===== config.mk =====
export PLATFORM = sky130hd
export DESIGN_NAME = spart_tx_flat
export DESIGN_NICKNAME = d
export VERILOG_FILES = /design/src/rtl/spart_tx_if.sv /design/src/rtl/spart_tx.sv /design/src/flat_wrapper.sv
export SDC_FILE = /design/constraint.sdc
export NUM_CORES = 1
export LEC_CHECK = 0
export ABC_AREA = 1
export CAP_MARGIN = 20
export CORE_MARGIN = 2
export CORE_UTILIZATION = 34
export DETAILED_ROUTE_END_ITERATION = 6
export GPL_TIMING_DRIVEN = 1
export SYNTH_ARGS = -nofsm -noshare
export SYNTH_HDL_FRONTEND = slang
export SYNTH_SLANG_ARGS = --single-unit
export TNS_END_PERCENT = 20

===== constraint.sdc =====
create_clock -name clk -period 6.2 [get_ports clk]
set_clock_uncertainty 0.1 [all_clocks]
set_input_delay 1.24 -clock clk [delete_from_list [all_inputs] [get_ports clk]]
set_output_delay 1.24 -clock clk [all_outputs]
set_load 0.005 [all_outputs]

===== src/rtl/spart_tx_if.sv =====
// spart_tx_if: core-side SPART transmit bus (write strobe, byte, address, backpressure, line status)
interface spart_tx_if;
  logic       send;
  logic [7:0] send_data;
  logic [2:0] spart_addr;
  logic       full;
  logic       txd;
  logic       tx_busy;
  modport master (output send, send_data, spart_addr, input full, txd, tx_busy);
  modport slave  (input send, send_data, spart_addr, output full, txd, tx_busy);
endinterface


===== src/rtl/spart_tx.sv =====
// spart_tx: FIFO-buffered async serial transmitter with programmable baud divisor
// SPART_TX_PARITY_EN adds an even-parity bit between data and stop
module spart_tx #(
  parameter int          DEPTH     = 4,
  parameter logic [15:0] DIV_RESET = 16'd433
) (
  input logic       clk,
  input logic       rst,
  spart_tx_if.slave bus
);
  localparam int AW = $clog2(DEPTH);
`ifdef SPART_TX_PARITY_EN
  typedef enum logic [2:0] {IDLE, START, DATA, PARITY, STOP} state_t;
`else
  typedef enum logic [1:0] {IDLE, START, DATA, STOP} state_t;
`endif
  state_t        st, st_n;
  logic [7:0]    mem [DEPTH];
  logic [AW-1:0] wp, rp;
  logic [AW:0]   count, count_n;
  logic [15:0]   div, bcnt;
  logic [7:0]    sh, sh_n, head;
  logic [2:0]    idx;
  logic          full, txd, tx_busy, push, pop, tick, txd_n;
`ifdef SPART_TX_PARITY_EN
  logic          par;
`endif
  assign head    = mem[rp];
  assign push    = bus.send && bus.spart_addr == 3'b000 && !full;
  assign pop     = st == IDLE && count != '0;
  assign tick    = bcnt == '0;
  assign count_n = count + {{AW{1'b0}}, push} - {{AW{1'b0}}, pop};
  assign sh_n    = pop ? head : (st == DATA && tick) ? sh >> 1 : sh;
  assign bus.full    = full;
  assign bus.txd     = txd;
  assign bus.tx_busy = tx_busy;
  always_comb begin
    st_n = st;
    case (st)
      IDLE:   st_n = pop ? START : IDLE;
      START:  st_n = tick ? DATA : START;
`ifdef SPART_TX_PARITY_EN
      DATA:   st_n = (tick && idx == 3'd7) ? PARITY : DATA;
      PARITY: st_n = tick ? STOP : PARITY;
`else
      DATA:   st_n = (tick && idx == 3'd7) ? STOP : DATA;
`endif
      STOP:   st_n = tick ? IDLE : STOP;
      default: st_n = IDLE;
    endcase
  end
  // txd is registered from the next state so the line changes exactly on bit boundaries
`ifdef SPART_TX_PARITY_EN
  assign txd_n = st_n == START ? 1'b0 : st_n == DATA ? sh_n[0] : st_n == PARITY ? par : 1'b1;
`else
  assign txd_n = st_n == START ? 1'b0 : st_n == DATA ? sh_n[0] : 1'b1;
`endif
  always_ff @(posedge clk)
    if (push) mem[wp] <= bus.send_data;
  always_ff @(posedge clk or posedge rst) begin
    if (rst) begin
      wp      <= '0;
      rp      <= '0;
      count   <= '0;
      full    <= 1'b0;
      div     <= DIV_RESET;
      bcnt    <= '0;
      st      <= IDLE;
      sh      <= '0;
      idx     <= '0;
      txd     <= 1'b1;
      tx_busy <= 1'b0;
`ifdef SPART_TX_PARITY_EN
      par     <= 1'b0;
`endif
    end else begin
      if (bus.send && bus.spart_addr == 3'b100) div[7:0]  <= bus.send_data;
      if (bus.send && bus.spart_addr == 3'b101) div[15:8] <= bus.send_data;
      if (push) wp <= wp + 1'b1;
      if (pop) rp <= rp + 1'b1;
      count   <= count_n;
      full    <= count_n == (AW+1)'(DEPTH);
      // divisor is sampled only at reload, so a write never stretches or cuts the current bit
      bcnt    <= (pop || tick) ? div : bcnt - 1'b1;
      st      <= st_n;
      sh      <= sh_n;
      idx     <= st == DATA ? idx + {2'b00, tick} : 3'd0;
      txd     <= txd_n;
      tx_busy <= st_n != IDLE || count_n != '0;
`ifdef SPART_TX_PARITY_EN
      if (pop) par <= ^head;
`endif
    end
  end
endmodule


===== src/flat_wrapper.sv =====
// flat-port wrapper written by rule: the top's interface ports become plain ports
module spart_tx_flat 
#(
  parameter int          DEPTH     = 4,
  parameter logic [15:0] DIV_RESET = 16'd433
)
  (clk, rst, bus_send, bus_send_data, bus_spart_addr, bus_full, bus_txd, bus_tx_busy);
  spart_tx_if bus_i ();
  input logic clk;
  input logic rst;
  input wire logic [$bits(bus_i.send)-1:0] bus_send;
  input wire logic [$bits(bus_i.send_data)-1:0] bus_send_data;
  input wire logic [$bits(bus_i.spart_addr)-1:0] bus_spart_addr;
  output wire logic [$bits(bus_i.full)-1:0] bus_full;
  output wire logic [$bits(bus_i.txd)-1:0] bus_txd;
  output wire logic [$bits(bus_i.tx_busy)-1:0] bus_tx_busy;
  assign bus_i.send = bus_send;
  assign bus_i.send_data = bus_send_data;
  assign bus_i.spart_addr = bus_spart_addr;
  assign bus_full = bus_i.full;
  assign bus_txd = bus_i.txd;
  assign bus_tx_busy = bus_i.tx_busy;
  spart_tx #(.DEPTH(DEPTH), .DIV_RESET(DIV_RESET)) u_core (.clk(clk), .rst(rst), .bus(bus_i));
endmodule

==> impl_metrics.toml, run 1 <==
[clock_tree]
cts_num_sinks = 87
post_cts_buffers = 0
cts-root-buf = "clkbuf_16"
cts-resized-gates = 0
htreeDepth = 3
cts.clk_slew.worst_paths_ns = 0.06
clock_latency_ns = 0.33
clockBufferDepth = 2
cts_hold_buf = 0
cts_tree = "yes"
cts_buffers = 9

[timing]
fin_crit_sh_pct = 52.3
final_max_slew_viol_count = 0
relSlewSlack_pct = 52.0
min_period_ns = 3.24
rsz0062_at_grt = "no"
worst_pin_slew_ns = 0.719
fin_tns_setup_ns = 0
hold_violations = 0
max_freq_ghz = 0.308
setup_viol = 0

[place]
gp_congestion = 0.869
dp_hpwl_mm = 5.90
dp.cells = 544
postPlaceCellArea_sq_um = 4340
io_buffers = 16

[drt]
finalWirelength_mm = 8.18
ant_nets = 0
vias_per_cell = 4.76
vias = 2665
wl_per_cell_um = 14.6
drtIter0Drc = 301
drc = 0
firstDrtPassIters = 4

[critical_path]
crit_arrival_ns = 3.10
start_kind = "input pin"
cp.required_ns = 6.06
critPathKind = "in2reg"
cpMostUsedCell = "nor2_1"
end_kind = "register"
crit_path_max_incr_delay_ns = 0.57
crit_slowest_cell = "nor2_1"
crit_fanout = 8
worstPathCellList = "clkdlybuf4s50_1, nor2_1, nand2_1, nor3_1, inv_1, nor2_1"

[synth]
ys_seq_elements = 87
syn_avg_cell_area_sq_um = 10.4
syn_inst = 393
ys_seq_area_share_pct = 57.6
synth_top_cell_by_area = "dfrtp_1"
synth_area_sq_um = 4070
synth.mux.area_fraction_pct = 0
synth_top_family_by_area = "simple AND/OR/NAND/NOR gates"
yosysWarnings = 0
synthDominantCellAreaShare_pct = 30.1
synth_xor_area_share_pct = 3.44
synth-simple-area-share_pct = 19.8
synth_compound_area_share_pct = 9.56
synth_nets = 416
post_synth_main_area_contributors = "dfrtp_1, edfxtp_1, nand2_1"
synth.distinct_cells = 39
synthAdderAreaFrac_pct = 2.95

[job]
cap_violations = 0

[floorplan]
die_w_um = 113
die_h_um = 113
die_area_sq_um = 12900
ios = 17
start_util_pct = 35.2
core_sq_um = 11600
placementRows = 39

[grt]
grt_usage_pct = 13.9
grt_overflow = 0
grt_max_degree = 56
grt_pass1_wl_mm = 13.8
grt_pass1_vias = 2667
grt_antenna_before_repair = 0

[layout]
n_antenna_cell = 0
area_growth_pct = 14.2
stdcell_count = 560
nets = 435
layout-drive-gt1-share_pct = 18.0
stdcell_area_sq_um = 4650

[power]
p_per_area_nw_per_um2 = 443
p_leak_nw = 1.95
peakVddDrop_mv = 0.151

[run_status]
outcome = "finished, final reports clean"

[min_path]
hold_path_class = "reg2reg"
[flip-flops by register name, summed over array words and instances, names as in the netlist]
| signal | flops |
|---|---|
| u_core.st | 2 |
| u_core.count | 3 |
| u_core.wp | 2 |
| u_core.bcnt | 16 |
| u_core.bus.txd | 1 |
| u_core.bus.tx_busy | 1 |
| u_core.bus.full | 1 |
| u_core.sh | 8 |
| u_core.mem | 32 |
| u_core.div | 16 |
| u_core.idx | 3 |
| u_core.rp | 2 |
[Yosys cell counts (all sizes together)]
cell,n
nand3,12
edfxtp,32
dfrtp,49
and2,1
clkinv,1
xnor2,8
xor2,8
buf,5
a31oi,3
nor3,12
ha,8
o21ai,47
o22ai,6
nand2,74
nor3b,1
nor4b,1
a21oi,9
clkbuf,4
or2,2
nand4,3
dfstp,6
inv,46
fa,1
nand3b,1
nor2,53
[worst paths after layout]
kind / from / to / slack (ns) / cells after the start
setup / recovery: bus_spart_addr[1] / u_core.mem[1][3]$_DFFE_PP_ / 2.96 / 6
hold / removal: u_core.bcnt[0]$_DFF_PP0_ / u_core.bcnt[0]$_DFF_PP0_ / 0.37 / 1
setup reg to reg: u_core.st[0]$_DFF_PP0_ / u_core.bus.full$_DFF_PP0_ / 3.68 / 9
hold reg to reg: u_core.bcnt[0]$_DFF_PP0_ / u_core.bcnt[0]$_DFF_PP0_ / 0.37 / 1
max in group asynchronous: rst / u_core.div[3]$_DFFE_PP0P_ / 4.19 / 3
min in group asynchronous: rst / u_core.idx[1]$_DFF_PP0_ / 1.32 / 3
[power breakdown]
part / total [mW] / internal (mW) / switching [mW]
Clock: 0.543 / 0.326 / 0.217
Sequential: 0.852 / 0.737 / 0.114
Combinational: 0.665 / 0.250 / 0.415
[cell families after synthesis]
kind of cell,after synthesis
adders and majority gates,9
xor gates and xnor gates,16
AOI/OAI and AO/OA,65
and+or+nand+nor,160
DFF,87
buffers and inverters,56
[through the flow]
step / hold WS, ns / util (%) / setup WS [ns] / power (mW)
6_report: 0.368 / 40.2 / 2.96 / 2.06
5_1_grt: 0.410 / 40.2 / 2.74 / 2.21
4_1_cts: 0.377 / 40.2 / 2.95 / 2.08
3_5_place_dp: 0.368 / 37.5 / 2.61 / 1.53
3_3_place_gp: 0.352 / 37.5 / 2.68 / 1.51
2_1_floorplan: 0.332 / - / 3.31 / 1.39
[routing by layer]
layer	track usage, %	share of wire, %	wire [um]
met1	18.7	46	3780
met2	22.2	48	3920
met3	3.67	5.0	410
met4	4.07	0.88	72
met5	0	0	0
[worst max-delay path, delay by kind of cell]
| family | cells | cell delay (ns) |
|---|---|---|
| buffers and inverters | 2 | 0.60 |
| and+or+nand+nor | 4 | 1.26 |
[cell type report]
class                           instances  area (sq um)
Clock inverter                          3          21.3
Multi-Input combinational cell        250          1460
Inverter                               47           191
Sequential cell                        87          2340
Fill cell                            1148          6920
Clock buffer                           13           287
Timing Repair Buffer                   17           168
Tap cell                              143           179
[layout by cell type, fill, tap and decap left out, drive strengths merged]
cell type	synthesis	routed
clkbuf	4	13
nand3b	1	1
xnor2	8	8
nor3	12	12
nand3	12	12
clkinvlp	0	1
fa	1	1
clkdlybuf4s50	0	16
dfstp	6	6
a21oi	9	9
nor3b	1	1
nand4	3	3
nand2	74	74
clkinv	1	2
edfxtp	32	32
ha	8	8
and2	1	1
buf	5	1
o22ai	6	6
nor4b	1	1
o21ai	47	47
a31oi	3	3
dfrtp	49	49
nor2	53	53
xor2	8	8
or2	2	2
inv	46	47
No activity file was read; power rests on OpenSTA's default activity.
==> run 2, diff against run 1 <==
Clock period 6.2 ns to 3.15 ns, I/O delays scaled along.
==> run 2 against run 1 <==
  * Critical endpoint is now u_core.bus.tx_busy$_DFF_PP0_
  * Final cell count up 1.1%
  * Worst setup slack worse by 2.2 ns
  * Sequential share of layout area about the same
  * Largest power group unchanged
  * Die area unchanged
  * Register-to-register slack worse by 2.7 ns
  * Via count up 0.41%
  * Global-route usage down 0.31 points
  * Count of clock-buffer cells in the layout down 2
  * Worst hold slack worse by 0.0050 ns
  * Sequential power up 97%
  * Critical path type unchanged
  * Final area about the same
  * Critical path depth up 2
==> impl_metrics.toml, run 2 (synthesis results as in run 1) <==
[layout]
area_growth_pct = 14.3
num-fill-cells = 1121
regMostFlops = "u_core.mem"
nets = 441
final_common_cell = "nand2_1"
final_cell_mix = "nand2_1, dfrtp_1, inv_1"
register_area_sq_um = 2340
stdcell_count = 566
n_antenna_cell = 0
largest_reg_flops = 32
reg.largest.list = "u_core.mem x32, u_core.bcnt x16, u_core.div x16"
multiInputGateArea_sq_um = 1460
layout-drive-gt1-share_pct = 18.7

[job]
cap_violations = 0

[place]
dp.cells = 550
gp_congestion = 0.811
dp_hpwl_mm = 5.73
io_buffers = 16
pre_cts_slack_ns = 0.490

[floorplan]
die_h_um = 113
start_util_pct = 35.2
placementRows = 39
core_sq_um = 11600
die_w_um = 113
die_area_sq_um = 12900
ios = 17

[clock_tree]
clock_latency_ns = 0.34
cts_hold_buf = 0
cts_buffers = 9
cts_tree = "yes"
cts_num_sinks = 87
htreeDepth = 3
cts-resized-gates = 0
clockBufferDepth = 2
cts.clk_slew.worst_paths_ns = 0.07
cts-root-buf = "clkbuf_16"
post_cts_buffers = 0

[critical_path]
cp.required_ns = 3.27
ff2ff_setup_slack_ns = 0.96
start_kind = "input pin"
critPathKind = "in2reg"
crit_arrival_ns = 2.48
r2r_cells = 9
crit_fanout = 3
timing.rr.end = "u_core.bus.tx_busy$_DFF_PP0_"
end_kind = "register"
r2r_start = "u_core.st[0]$_DFF_PP0_"

[drt]
drtIter0Drc = 177
wl_per_cell_um = 14.0
vias = 2676
drc = 0
finalWirelength_mm = 7.95
firstDrtPassIters = 4
vias_per_cell = 4.73
ant_nets = 0

[timing]
relSlewSlack_pct = 52.4
hold_violations = 0
holdWs_ns = 0.363
final_max_slew_viol_count = 0
fin_tns_setup_ns = 0
min_period_ns = 2.36
max_freq_ghz = 0.424
worst_pin_slew_ns = 0.714
rsz0062_at_grt = "no"
setup_viol = 0
fin_crit_sh_pct = 74.8
setup_ws_ns = 0.793

[power]
p_total_mw = 3.98
p_per_area_nw_per_um2 = 855
p_leak_nw = 1.96
peakVddDrop_mv = 0.294

[run_status]
outcome = "finished, final reports clean"

[grt]
grt_max_degree = 56
grt_pass1_vias = 2705
grt_antenna_before_repair = 0
grt_pass1_wl_mm = 13.5
grt_overflow = 0
grt_usage_pct = 13.6

[min_path]
worstHoldStart = "u_core.bcnt[0]$_DFF_PP0_"
hold_path_class = "reg2reg"
min_path_cells = 1
hold_end = "u_core.bcnt[0]$_DFF_PP0_"
==> run 2: cell types whose count changed in the layout (fill, tap and decap cells not counted), sizes merged <==
| cell | change |
|---|---|
| buf | +6 |
| clkbuf | -2 |
| clkinvlp | +1 |
| inv | +1 |
==> run 2: layer usage <==
layer,global-route usage (%),share of wire [%],up-vias,routed length [um]
met1,17.8,47,1300,3720
li1,-,-,1337,-
met4,4.15,0.75,0,60
met3,3.83,3.9,5,306
met5,0,0,-,0
met2,22.1,49,34,3860
==> run 2: cell type report <==
cell class                 count  share of cell area (%)
timing repair buffer          23                    4.57
clock buffer                  11                    5.00
clock inverter                 5                   0.726
tap                          143                    3.85
inverter                      47                    4.12
sequential                    87                    50.4
multi-input combinational    250                    31.3
==> run 2: worst max path at each step <==
stage,startpoint,end,slack (ns),depth (start not counted)
after floorplan,u_core.st[0]$_DFF_PP0_,u_core.bus.tx_busy$_DFF_PP0_,0.86,10
after global placement,bus_spart_addr[1],u_core.bus.tx_busy$_DFF_PP0_,0.53,8
after detailed placement,bus_spart_addr[1],u_core.bus.tx_busy$_DFF_PP0_,0.49,8
after CTS,bus_spart_addr[1],u_core.bus.tx_busy$_DFF_PP0_,0.84,8
after global routing,bus_spart_addr[0],u_core.bus.tx_busy$_DFF_PP0_,0.66,8
final,bus_spart_addr[1],u_core.bus.tx_busy$_DFF_PP0_,0.79,8
==> run 2: report_power, final <==
part | internal [mW] | switching, mW
combinational | 0.503 | 0.821
sequential | 1.45 | 0.227
clock | 0.536 | 0.439
total | 2.49 | 1.49
==> run 2: worst max-delay path: stages <==
cell and delay (ns):
clkdlybuf4s50_1 0.41, nor2_1 0.17, nand2_1 0.09, nor3_1 0.22, ha_1 0.21, fa_1 0.45
nor3_1 0.22, nand2_1 0.07
==> run 2: per-stage QoR <==
step,area (sq um),utilization (%)
global placement,4380,37.9
CTS,4650,40.2
finish,4650,40.2
global route,4650,40.2
detailed placement,4380,37.9
floorplan,4070,-
==> run 3, diff against run 2 <==
Clock period 3.15 ns to 2.09 ns, I/O delays scaled along.
==> run 3 against run 2 <==
  * Via count shrank 0.56%
  * Combinational power up 66%
  * First-iteration DRC count fell by 16%
  * Sequential share of layout area decreased by 1.4 points
  * Non-clock buffer count is 8 higher
  * Critical endpoint unchanged
==> impl_metrics.toml, run 3 (synthesis results as in run 1) <==
[drt]
firstDrtPassIters = 4
finalWirelength_mm = 7.63
wl_per_cell_um = 13.3
vias = 2661
drtIter0Drc = 149
ant_nets = 0
vias_per_cell = 4.64
drc = 0

[power]
p_per_area_nw_per_um2 = 1280
p_leak_nw = 2.00
peakVddDrop_mv = 0.684

[place]
pre_cts_slack_ns = -0.275
gp_congestion = 0.806
postPlaceCellArea_sq_um = 4480
io_buffers = 16
dp_hpwl_mm = 5.60

[floorplan]
core_sq_um = 11600
ios = 17
die_area_sq_um = 12900
die_h_um = 113
die_w_um = 113
placementRows = 39
start_util_pct = 35.2

[critical_path]
crit_arrival_ns = 2.16
cp.required_ns = 2.21
r2r_start = "u_core.st[1]$_DFF_PP0_"
timing.rr.end = "u_core.bus.tx_busy$_DFF_PP0_"
path_buf_inv = 2
end_kind = "register"
worstPathCellList = "inv_2, nand2_2, a31oi_4, ha_4, inv_2, ha_4, fa_2, nor3_2, nand2_1"
critPathKind = "reg2reg"
crit_slowest_cell = "fa_2"
ff2ff_setup_slack_ns = 0.05
start_kind = "register"
crit_path_max_incr_delay_ns = 0.45
r2r_cells = 9
crit_family = "adder cells"
crit_fanout = 3

[grt]
grt_antenna_before_repair = 0
grt_pass1_vias = 2641
grt_max_degree = 44
grt_overflow = 0
grt_usage_pct = 12.9
grt_pass1_wl_mm = 13.0

[clock_tree]
cts_tree = "yes"
clockBufferDepth = 2
cts.clk_slew.worst_paths_ns = 0.06
htreeDepth = 3
clock_latency_ns = 0.34
cts_num_sinks = 87
cts-root-buf = "clkbuf_16"
cts_buffers = 9

[timing]
relSlewSlack_pct = 69.7
hold_violations = 0
min_period_ns = 2.04
fin_crit_sh_pct = 97.6
setup_ws_ns = 0.0497
max_freq_ghz = 0.490
worst_pin_slew_ns = 0.453
fin_tns_setup_ns = 0
setup_viol = 0
rsz0062_at_grt = "yes"
final_max_slew_viol_count = 0

[layout]
layout-drive-gt1-share_pct = 23.2
n_antenna_cell = 0
multiInputGateArea_sq_um = 1510
final_util_pct = 41.4
regMostFlops = "u_core.mem"
largest_reg_flops = 32
register_area_sq_um = 2340
area_growth_pct = 17.5
num-fill-cells = 1080
stdcell_area_sq_um = 4780
nets = 449
final_cell_mix = "nand2_1, dfrtp_1, nor2_1"
reg.largest.list = "u_core.mem x32, u_core.bcnt x16, u_core.div x16"
final_common_cell = "nand2_1"

[job]
cap_violations = 0

[min_path]
hold_path_class = "in2async"

[run_status]
outcome = "finished, final reports clean"
-- run 3: changes by cell type in the layout (fill, tap and decap cells not counted), sizes merged --
cell	previous run	this run
clkinvlp	2	3
buf	7	15
clkbuf	11	10
-- run 3: stage by stage --
step	hold WS, ns	instances	power (mW)
2_1_floorplan	0.332	393	4.21
3_3_place_gp	0.348	556	4.62
3_5_place_dp	0.357	556	4.69
4_1_cts	0.254	572	6.18
5_1_grt	0.287	574	6.56
6_report	0.249	574	6.13
-- run 3: timing repair --
| item | CTS | global route |
|---|---|---|
| hold buffers | 0 | 0 |
| setup buffers | 0 | 2 |
| resized for setup | 0 | 5 |
| setup endpoints to repair | 0 | 2 |
-- run 3: area by class of cell --
class	instances	area share [%]
flip-flops and latches	87	49.0
multi-input cells	250	31.6
repair buffers	31	5.97
clock buffers	10	4.79
inverters	47	4.00
well taps	143	3.74
clock inverters	6	0.916
-- run 3: worst max-delay path by stage --
| stage | startpoint | endpoint | cells past startpoint |
|---|---|---|---|
| floorplan | u_core.st[0]$_DFF_PP0_ | u_core.bus.tx_busy$_DFF_PP0_ | 10 |
| global placement | bus_spart_addr[1] | u_core.bus.tx_busy$_DFF_PP0_ | 9 |
| detailed placement | bus_spart_addr[1] | u_core.bus.tx_busy$_DFF_PP0_ | 9 |
| CTS | u_core.st[1]$_DFF_PP0_ | u_core.bus.tx_busy$_DFF_PP0_ | 9 |
| global route | u_core.st[1]$_DFF_PP0_ | u_core.bus.tx_busy$_DFF_PP0_ | 10 |
| finish | u_core.st[1]$_DFF_PP0_ | u_core.bus.tx_busy$_DFF_PP0_ | 9 |
-- run 3: worst reg2reg max path: cells and delay by family, from the launching register on --
family                   cells  cell delay (ns)
AO/OA/AOI/OAI                1             0.18
adder cells (fa/ha/maj)      3             0.79
buffers and inverters        2             0.13
flip-flops                   1             0.40
AND/OR/NAND/NOR              3             0.32
-- run 3: power by group --
part           switching (mW)  leakage [nW]  internal, mW  total [mW]
Sequential              0.291         0.958          2.19        2.48
Clock                   0.654         0.123         0.809        1.46
Combinational            1.32         0.918         0.864        2.19
Total                    2.27          2.00          3.86        6.13
-- run 3: layer usage --
metal | share of wire, % | vias up | GRT usage (%)
met2 | 46 | 37 | 20.0
li1 | - | 1363 | -
met5 | 0 | - | 0
met1 | 51 | 1254 | 17.9
met3 | 2.0 | 7 | 2.23
met4 | 1.5 | 0 | 5.37
